==> src/rtl/mult_share_arbiter.sv <==
`default_nettype none
// ============================================================================
// mult_share_arbiter : round-robin sharing of one sequential 16x16 multiplier
// Revision: 1.0
// ============================================================================
module mult_share_arbiter #(
  parameter int NREQ    = 4,
  parameter int TIMEOUT = 64,
  parameter int IDW     = 2
) (
  input  logic                 clk,
  input  logic                 rst,
  input  logic [NREQ-1:0]      req_valid,
  output logic [NREQ-1:0]      req_ready,
  input  logic [16*NREQ-1:0]   req_a,
  input  logic [16*NREQ-1:0]   req_b,
  output logic                 rsp_valid,
  input  logic                 rsp_ready,
  output logic [IDW-1:0]       rsp_id,
  output logic [31:0]          rsp_product,
  output logic                 rsp_err,
  output logic                 mul_start,
  output logic [15:0]          mul_a,
  output logic [15:0]          mul_b,
  input  logic                 mul_ready,
  input  logic [31:0]          mul_product,
  output logic                 busy
);

  localparam int CNTW = (TIMEOUT > 2) ? $clog2(TIMEOUT) : 1;
  localparam logic [CNTW-1:0] C_CNT_LAST = CNTW'(TIMEOUT - 1);

  typedef enum logic [1:0] {
    S_IDLE   = 2'd0,
    S_LAUNCH = 2'd1,
    S_WAIT   = 2'd2,
    S_RESP   = 2'd3
  } state_t;

  state_t          r_state;
  state_t          w_next;
  logic [IDW-1:0]  r_gnt;
  logic [IDW-1:0]  r_last;
  logic [CNTW-1:0] r_cnt;
  logic [15:0]     r_mul_a;
  logic [15:0]     r_mul_b;
  logic [31:0]     r_prod;
  logic            r_err;

  logic            w_found;
  logic [IDW-1:0]  w_gnt;
  logic [15:0]     w_a;
  logic [15:0]     w_b;
  int              w_idx;

  // Cyclic search starting just after the last requester served.
  always_comb begin
    w_found = 1'b0;
    w_gnt   = '0;
    w_a     = '0;
    w_b     = '0;
    w_idx   = 0;
    for (int k = 1; k <= NREQ; k++) begin
      w_idx = int'(r_last) + k;
      if (w_idx >= NREQ) w_idx = w_idx - NREQ;
      if (!w_found && req_valid[w_idx]) begin
        w_found = 1'b1;
        w_gnt   = w_idx[IDW-1:0];
        w_a     = req_a[16*w_idx +: 16];
        w_b     = req_b[16*w_idx +: 16];
      end
    end
  end

  always_comb begin
    w_next    = r_state;
    req_ready = '0;
    mul_start = 1'b0;
    case (r_state)
      S_IDLE: begin
        if (w_found) begin
          req_ready[w_gnt] = 1'b1;
          w_next           = S_LAUNCH;
        end
      end
      S_LAUNCH: begin
        mul_start = 1'b1;
        w_next    = S_WAIT;
      end
      S_WAIT: begin
        if (mul_ready || (r_cnt == C_CNT_LAST)) w_next = S_RESP;
      end
      S_RESP: begin
        if (rsp_ready) w_next = S_IDLE;
      end
      default: w_next = S_IDLE;
    endcase
  end

  always_ff @(posedge clk or negedge rst) begin
    if (!rst) begin
      r_state <= S_IDLE;
      r_gnt   <= '0;
      r_last  <= IDW'(NREQ - 1);
      r_cnt   <= '0;
      r_mul_a <= '0;
      r_mul_b <= '0;
      r_prod  <= '0;
      r_err   <= 1'b0;
    end else begin
      r_state <= w_next;
      case (r_state)
        S_IDLE: begin
          if (w_found) begin
            r_gnt   <= w_gnt;
            r_mul_a <= w_a;
            r_mul_b <= w_b;
          end
        end
        S_LAUNCH: r_cnt <= '0;
        S_WAIT: begin
          // A done pulse coinciding with the final watchdog count still wins.
          if (mul_ready) begin
            r_prod <= mul_product;
            r_err  <= 1'b0;
          end else if (r_cnt == C_CNT_LAST) begin
            r_prod <= '0;
            r_err  <= 1'b1;
          end else begin
            r_cnt <= r_cnt + 1'b1;
          end
        end
        S_RESP: begin
          if (rsp_ready) r_last <= r_gnt;
        end
        default: ;
      endcase
    end
  end

  assign busy        = (r_state != S_IDLE);
  assign rsp_valid   = (r_state == S_RESP);
  assign rsp_id      = r_gnt;
  assign rsp_product = r_prod;
  assign rsp_err     = r_err;
  assign mul_a       = r_mul_a;
  assign mul_b       = r_mul_b;

endmodule
`default_nettype wire

==> config.mk <==
export PLATFORM = sky130hd
export DESIGN_NAME = mult_share_arbiter
export DESIGN_NICKNAME = d
export VERILOG_FILES = /design/src/rtl/mult_share_arbiter.sv
export SDC_FILE = /design/constraint.sdc
export NUM_CORES = 1
export LEC_CHECK = 0
export ABC_CLOCK_PERIOD_IN_PS = 8700
export CORE_UTILIZATION = 50
export CTS_CLUSTER_SIZE = 30
export DETAILED_ROUTE_END_ITERATION = 6
export GPL_TIMING_DRIVEN = 0
export MAX_ROUTING_LAYER = met4
export PLACE_DENSITY = 0.87
export REMOVE_ABC_BUFFERS = 1
export SYNTH_ARGS = -nofsm -noshare
export SYNTH_HDL_FRONTEND = slang
export SYNTH_SLANG_ARGS = --single-unit
==> constraint.sdc <==
create_clock -name clk -period 8.7 [get_ports clk]
set_input_delay 0.87 -clock clk [delete_from_list [all_inputs] [get_ports clk]]
set_output_delay 0.87 -clock clk [all_outputs]
set_load 0.005 [all_outputs]
## Word-level counts from Yosys, hierarchy flattened

Cells that the tools add are included.

- Add/sub/neg operators: 9
- $lt $le $gt $ge: 10
- Equal/unequal tests: 9
- Shift operators: 8
- Multiplexer cells: 48
- Reduce and logical (&&, ||, !) cells: 17

Operators with widths:

| kind | count |
|---|---|
| 64-bit by 32-bit variable part select with 16-bit output | 8 |
| 32-bit 2-to-1 mux | 6 |
| 32-bit by 4-bit less-than comparator with 1-bit output, second input constant | 4 |
| 16-bit 2-to-1 mux | 8 |
| 1-bit 2-to-1 mux | 16 |
| 2-bit 2-to-1 mux | 7 |
| 6-bit 2-to-1 mux | 2 |
| 6-bit case mux with 2 select lines | 1 |
| 3-bit by 3-bit subtractor with 4-bit output, second input constant | 3 |
| 3-bit greater-or-equal comparator, second input constant | 3 |
| 1-bit binary-select mux with 2-bit select | 4 |
| 4-bit 2-to-1 mux | 2 |
| 2-bit inequality test, second input constant | 4 |
| 2-bit case mux with 4 select lines | 1 |
| 2-bit by 2-bit adder with 3-bit output, second input constant | 2 |
| 6-bit by 1-bit adder with 6-bit output, second input constant | 1 |
| 6-bit == test, second input constant | 1 |
| 2-bit AND reduction | 3 |
| 3-bit AND reduction | 2 |
| 2-bit nonzero test | 3 |
| 4-bit by 3-bit subtractor with 5-bit output, second input constant | 1 |
| 2-bit by 3-bit adder with 4-bit output, second input constant | 1 |
| 2-bit == test, second input constant | 2 |
| 4-bit by 3-bit greater-or-equal comparator with 1-bit output, second input constant | 1 |
| other kinds (10) | 15 |

- Register bits: 77
- Bits of input ports: 168
- Output and inout bits: 74
- Word-level logic and storage cells: 109

## Depth between registers and ports, before layout

Gate-level depths: netlist of run 1.

- Word-level depth: 22
- Gate-level depth with buffers: 12
- Depth with buffers taken out: 7

## Worst setup path after synthesis of run 1

Ideal clock, no wire load.

- Kind: reg-to-output
- From: register r_last[1]
- To: output req_ready[0]
- Arrival: 2.668 ns
- Data required time: 7.830 ns
- Path slack: 5.162 ns
- Cell stages (with the launch flop): 12
- Buffers on the path: 4
- Cell sequence: dfstp_2 > buf_4 > buf_6 > inv_1 > clkbuf_1 > ha_1 > buf_2 > mux4_2 > nand2b_4 > nand4_1 > o21ai_0 > nor2b_1

- Cells in the longest elaborated chain, start to end: 22
- Elaborated cells on any way between the ends: 49
- Those cells by class: add/sub: 8; order compare: 6; mux: 28; reduce/logical: 7

Ends and longest elaborated chain:

| item | line | RTL |
|---|---|---|
| from (decl) | 43 | `logic [IDW-1:0] r_last;` |
| from (signal assigned) | 104 | `r_last <= IDW'(NREQ - 1);` |
| from (signal assigned) | 134 | `if (rsp_ready) r_last <= r_gnt;` |
| 2-bit by 1-bit adder with 3-bit output | 64 | `w_idx = int'(r_last) + k;` |
| 3-bit by 3-bit subtractor with 4-bit output or 3-bit greater-or-equal comparator (tied branches) | 65 | `if (w_idx >= NREQ) w_idx = w_idx - NREQ;` |
| 32-bit 2-to-1 mux | 65 |  |
| 1-bit binary-select mux with 2-bit select | 66 | `if (!w_found && req_valid[w_idx]) begin` |
| 1-bit 2-to-1 mux (implied by the code) (2 in a row) | 66 |  |
| 1-bit 2-to-1 mux | 66 |  |
| 1-bit zero test | 66 |  |
| 1-bit logical AND | 66 |  |
| (+5 left out) | -- |  |
| 1-bit logical AND | 66 |  |
| 2-bit 2-to-1 mux | 66 |  |
| 2-bit by 3-bit less-than comparator with 1-bit output (implied by the code) or 2-bit by 1-bit greater-or-equal comparator with 1-bit output (tied branches) | 82 | `req_ready[w_gnt] = 1'b1;` |
| 1-bit logical AND (implied by the code) | 82 |  |
| 1-bit 2-to-1 mux (implied by the code) | 82 |  |
| 1-bit demux with 2-bit select | 82 |  |
| 4-bit 2-to-1 mux (*) | 81 | `if (w_found) begin` |
| 4-bit 2-to-1 mux (*) | 79 | `case (r_state)` |
| to (decl) | 14 | `output logic [NREQ-1:0] req_ready,` |

Mark *: on every way between the ends. The rest lies on a longest branch, timed or not. The select of a mux whose other input is x is not followed.

## Final worst setup path of run 1

- From: register r_last[1]
- To: output req_ready[2]

Same word-level chain as after synthesis.

==> impl_metrics.json, run 1 <==
{
  "status": "finished, final reports clean",
  "reg2reg_depth": 7,
  "async_flop_share_pct": 100,
  "drive_gt1_share_pct": 21.2,
  "port_buffers": 241,
  "yosysTopAreaCell": "mux4_2",
  "post-place-ws_ps": 2730,
  "period_minus_slack_ps": 6300,
  "layout_worst_path_cycle_share_pct": 72.4,
  "antenna_cells": 0,
  "r2r_slack_ps": 3500,
  "cp_common_cell": "o21ai_0",
  "io_pins": 242,
  "die_h_um": 124,
  "crit_path_start": "r_last[1]$_DFFE_PN1P_",
  "hp-class": "input port to asynchronous set/reset pin",
  "p_per_area_mw_per_mm2": 355,
  "endpoint": "req_ready[2]",
  "core_area_mm2": 0.0145,
  "synth_edf_count": 0,
  "crit_path_cell_trace": "inv_1 -> ha_4 -> mux4_2 -> o21ai_0 -> a2bb2oi_1 -> o21ai_0 -> nor2_1 -> clkdlybuf4s50_1",
  "arrival_ps": 5430,
  "vdd_drop_max_v": 0.000237,
  "synth_area_mm2": 0.00746,
  "cts-root-buf": "clkbuf_16",
  "hpwlAfterDp_um": 15000,
  "clk_pin_slew_ps": 60,
  "setup.worst_path.start_class": "flip-flop",
  "path_depth": 8,
  "cts_buffer_depth": 2,
  "wl_per_cell_um": 21.0,
  "hold_buffers": 0,
  "max_clock_freq_mhz": 159,
  "reg2reg_to": "mul_b[6]$_DFFE_PN0P_",
  "ys_top_cells_by_area": "mux4_2, dfrtp_1, mux2_2, a22o_1, mux2i_1",
  "cpMaxStageDelayCell": "ha_4",
  "initialDrtViolationCount": 519,
  "ant_nets": 0,
  "reg2reg_from": "r_last[1]$_DFFE_PN1P_",
  "post_cts_resized": 0,
  "fp.dieW_um": 124,
  "grt_usage_pct": 29.1,
  "drv_slew": 0,
  "grt_pass1_vias": 6613,
  "place_inst": 1028,
  "hold_viol": 0,
  "vias_per_cell": 6.73,
  "slew_headroom_pct": 19.5,
  "cp-end-kind": "output port",
  "postLayoutCellArea_mm2": 0.0103,
  "dieArea_mm2": 0.0154,
  "post_cts_buffers": 0,
  "crit_buf_inv": 2,
  "tritoncts": "built",
  "worst_pin_slew_ps": 1210,
  "finalNetCount": 1033,
  "p_leak_nw": 3.87,
  "syn-instance-count": 669,
  "avgSynthCellArea_um2": 11.1,
  "grt_pass1_wl_um": 33600,
  "ys_top_cells_by_count": "mux4_2, dfrtp_1, nor2_1",
  "path_class": "flip-flop to output port",
  "rsz0062_at_grt": "no",
  "synth.most_common_cell": "mux4_2",
  "timing.final.ws_setup_ps": 2400,
  "routed_wirelength_um": 21900,
  "vias": 7027,
  "fin_util_pct": 70.8,
  "synth_flop_cell": "dfrtp_1",
  "ys_warn_count": 0,
  "dr.pass1.iters": 5,
  "fin_cells": 1044,
  "antenna_found_initial": 0,
  "setup_violations": 0,
  "fp-row-count": 44,
  "p_total_mw": 3.66,
  "area_growth_pct": 37.9,
  "htreeDepth": 3,
  "drc": 0,
  "skew_ps": 10.7,
  "place.gp.congestion": 0.808,
  "ys_seq_area_share_pct": 25.9,
  "dpl-instance-area_mm2": 0.00997,
  "clk_latency_ps": 340,
  "whs_ps": 491,
  "finalSetupTns_ps": 0,
  "netlist-cell-type-count": 43,
  "clock-sinks": 77,
  "grt_overflow_total": 0,
  "maxCapViolations": 0,
  "cts_buffers": 9,
  "fillCellCount": 1064,
  "worst-path-max-fanout": 72,
  "worstPathRequired_ps": 7830,
  "grt_max_degree": 74,
  "synth_top_area_share_pct": 30.2,
  "slowest_delay_ps": 1170,
  "ys_ff_latch": 77,
  "critical-path-top-delay-family": "buffers and inverters",
  "initial_core_util_pct": 51.3
}
==> sequential cells by signal (all words and copies together), names as in the netlist <==
name and cells:
mul_a 16, mul_b 16, r_cnt 6, r_last 2, r_state 2, rsp_err 1, rsp_id 2, rsp_product 32
==> final cells by class <==
class                      count  area [um2]  area share, %
clock buffer                  10         229           2.23
clock inverter                 6        87.6          0.851
tap                          184         230           2.24
sequential                    77        1940           18.8
inverter                       9        33.8          0.328
multi-input combinational    511        5190           50.5
timing repair buffer         247        2570           25.0
==> report_power, final <==
group | switching, mW | total [mW] | internal, mW | leakage (nW)
sequential | 0.210 | 0.752 | 0.542 | 0.925
combinational | 1.10 | 2.50 | 1.40 | 2.79
clock | 0.153 | 0.404 | 0.251 | 0.156
total | 1.46 | 3.66 | 2.20 | 3.87
==> cells by family after synthesis <==
kind of cell    share of synthesized area [%]
xor+xnor                                0.587
mux                                      41.1
buf+inv                                  5.00
compound gates                           17.8
flops                                    25.9
simple gates                             7.92
fa+ha+maj                                1.68
==> layout by cell type, fill, tap and decap left out, types with 12 or more instances in the layout <==
cell type / synthesis / routed
a221oi_1: 14 / 14
a21oi_1: 44 / 43
nor2_1: 59 / 58
nand2_1: 33 / 33
dfrtp_1: 75 / 75
mux2_2: 52 / 52
a31oi_1: 34 / 34
clkdlybuf4s50_1: 0 / 240
a2bb2oi_1: 21 / 21
mux4_2: 100 / 100
o21ai_0: 18 / 17
a22oi_1: 13 / 13
nor3_1: 12 / 12
mux2i_1: 23 / 23
a22o_1: 32 / 32
==> per-layer routing <==
metal | part of all wire, % | track usage [%] | wire length [um]
met1 | 39 | 36.3 | 8440
met2 | 50 | 47.4 | 10900
met3 | 9.5 | 5.49 | 2070
met4 | 2.1 | 10.0 | 457
met5 | 0 | - | 0
==> worst min path at each step <==
stage                                 from                           to  slack, ps  cells past startpoint
3_5_place_dp   rsp_product[11]$_DFFE_PN0P_  rsp_product[11]$_DFFE_PN0P_        490                      1
4_1_cts                                rst   rsp_product[4]$_DFFE_PN0P_        490                      1
5_1_grt                                rst   rsp_product[1]$_DFFE_PN0P_        520                      1
2_1_floorplan        rsp_id[1]$_DFFE_PN0P_        rsp_id[1]$_DFFE_PN0P_        490                      2
3_3_place_gp         rsp_id[1]$_DFFE_PN0P_        rsp_id[1]$_DFFE_PN0P_        490                      2
6_report                               rst  rsp_product[30]$_DFFE_PN0P_        490                      1
Note: power is estimated with default switching activity, not from simulation.
==> run 2: changes to the inputs <==
ABC_CLOCK_PERIOD_IN_PS = 5600   (was 8700)
CORE_UTILIZATION = 43   (was 50)
PLACE_DENSITY = 0.79   (was 0.87)
clock period = 5.6 ns   (was 8.7 ns; I/O delays follow)
==> impl_metrics.json, run 2 (synthesis gave the netlist of run 1 again) <==
{
  "setup_violations": 0,
  "routed_wirelength_um": 22800,
  "worst-path-max-fanout": 64,
  "core_area_mm2": 0.0168,
  "met3_usage_pct": 4.30,
  "seqPwrFrac_pct": 18.9,
  "cts-root-buf": "clkbuf_16",
  "whs_ps": 117,
  "drive_gt1_share_pct": 21.9,
  "vias_per_cell": 6.34,
  "comb_power_share_pct": 70.1,
  "seq_area_mm2": 0.00194,
  "max_clock_freq_mhz": 191,
  "hold_buffers": 0,
  "reg2reg_to": "mul_a[15]$_DFFE_PN0P_",
  "grt_max_degree": 65,
  "htreeDepth": 3,
  "final_common_cell": "clkdlybuf4s50_1",
  "vdd_drop_max_v": 0.000342,
  "clock-sinks": 77,
  "dieArea_mm2": 0.0179,
  "fin_cells": 1088,
  "fp.dieW_um": 134,
  "cts_buffers": 9,
  "netSwitchingPower_mw": 2.33,
  "fillCellCount": 1392,
  "die_h_um": 134,
  "grt_usage_pct": 26.5,
  "grt_pass1_vias": 6835,
  "port_buffers": 241,
  "setup.worst_path.start_class": "flip-flop",
  "critical-path-top-delay-family": "buffers and inverters",
  "initial_core_util_pct": 44.5,
  "p_per_area_mw_per_mm2": 557,
  "rsz0062_at_grt": "no",
  "grt_util_met2_pct": 43.4,
  "grt_overflow_total": 0,
  "grt_pass1_wl_um": 36100,
  "power_frac_clock_pct": 11.0,
  "layout_common_cells": "clkdlybuf4s50_1, mux4_2, dfrtp_1",
  "largest_register_ff_count": 32,
  "cp-end-kind": "output port",
  "fp-row-count": 47,
  "hpwlAfterDp_um": 15200,
  "worst_pin_slew_ps": 1290,
  "status": "finished, final reports clean",
  "clk_pin_slew_ps": 70,
  "crit_path_cell_trace": "clkinvlp_4 -> ha_4 -> buf_16 -> mux4_2 -> nand2b_4 -> nand4_1 -> o21ai_0 -> nor2b_1 -> clkdlybuf4s50_1",
  "period_minus_slack_ps": 5230,
  "arrival_ps": 4670,
  "p_leak_nw": 3.93,
  "drc": 0,
  "place.gp.congestion": 0.811,
  "io_pins": 242,
  "maxCapViolations": 0,
  "busiest_layer": "met2",
  "vias": 6903,
  "antenna_cells": 0,
  "grt_util_met1_pct": 33.7,
  "cpMaxStageDelayCell": "dfstp_4",
  "initialDrtViolationCount": 445,
  "path_class": "flip-flop to output port",
  "ant_nets": 0,
  "cts_buffer_depth": 2,
  "r2r_slack_ps": 1200,
  "area_growth_pct": 40.4,
  "layout_worst_path_cycle_share_pct": 93.4,
  "slew_headroom_pct": 14.2,
  "wl_per_cell_um": 20.9,
  "clk_latency_ps": 340,
  "hold_viol": 0,
  "swShare_pct": 40.0,
  "drv_slew": 0,
  "slowest_delay_ps": 1020,
  "multi_input_area_mm2": 0.00519,
  "reg2reg_from": "r_last[1]$_DFFE_PN1P_",
  "tritoncts": "built",
  "p_int_mw": 3.50,
  "place_inst": 1067,
  "reg2reg_depth": 8,
  "dr.pass1.iters": 5,
  "hp-class": "input port to asynchronous set/reset pin",
  "finalNetCount": 1041,
  "skew_ps": 10.1,
  "worstPathRequired_ps": 5040,
  "crit_buf_inv": 3,
  "antenna_found_initial": 0
}
-- run 2: power by group through the flow --
stage | clock [mW] | combinational [mW] | sequential, mW
2_1_floorplan | 0 | 2.47 | 1.28
3_3_place_gp | 0 | 3.73 | 1.36
3_5_place_dp | 0 | 3.95 | 1.18
4_1_cts | 0.651 | 4.04 | 1.13
5_1_grt | 0.678 | 4.40 | 1.14
6_report | 0.641 | 4.09 | 1.10
-- run 2: timing repair --
action	CTS	global route
setup buffers	1	3
cloned	1	0
gates resized for setup	1	0
pin swaps	0	0
endpoints found under the setup margin	4	4
-- run 2: layout make-up --
type / count / share of cell area [%]
inverter: 9 / 0.358
sequential: 77 / 18.5
timing repair inverter: 1 / 0.0478
multi-input combinational: 511 / 49.6
timing repair buffer: 254 / 25.9
clock inverter: 5 / 0.789
clock buffer: 11 / 2.22
tap: 220 / 2.63
-- run 2: how the worst max path moves through the flow --
stage                                       end  depth (start not counted)             startpoint  slack (ps)
final                              req_ready[1]                          9  r_last[1]$_DFFE_PN1P_         370
after global routing               req_ready[1]                         11  r_last[0]$_DFFE_PN1P_          30
after CTS                          req_ready[1]                         11  r_last[0]$_DFFE_PN1P_         150
after detailed placement           req_ready[1]                          9  r_last[1]$_DFFE_PN1P_         120
after global placement    mul_b[12]$_DFFE_PN0P_                          7  r_last[0]$_DFFE_PN1P_       -4410
after floorplan           mul_a[14]$_DFFE_PN0P_                          7  r_last[0]$_DFFE_PN1P_       -1820
-- run 2: routing by layer --
metal / vias to the layer above / share of wire [%]
met5: - / 0
met4: 0 / 1.6
met3: 34 / 8.1
met2: 354 / 49
met1: 3428 / 41
li1: 3087 / -
-- run 2: metrics by stage --
step	cell area [um2]	setup slack, ps	utilization, %	setup TNS [ps]	power (mW)
finish	10500	369	62.5	0	5.83
global route	10500	30.9	62.5	0	6.22
CTS	10400	150	62.3	0	5.83
detailed placement	10100	124	60.2	0	5.13
global placement	9810	-4410	58.5	-162200	5.09
floorplan	7120	-1820	-	-66630	3.75
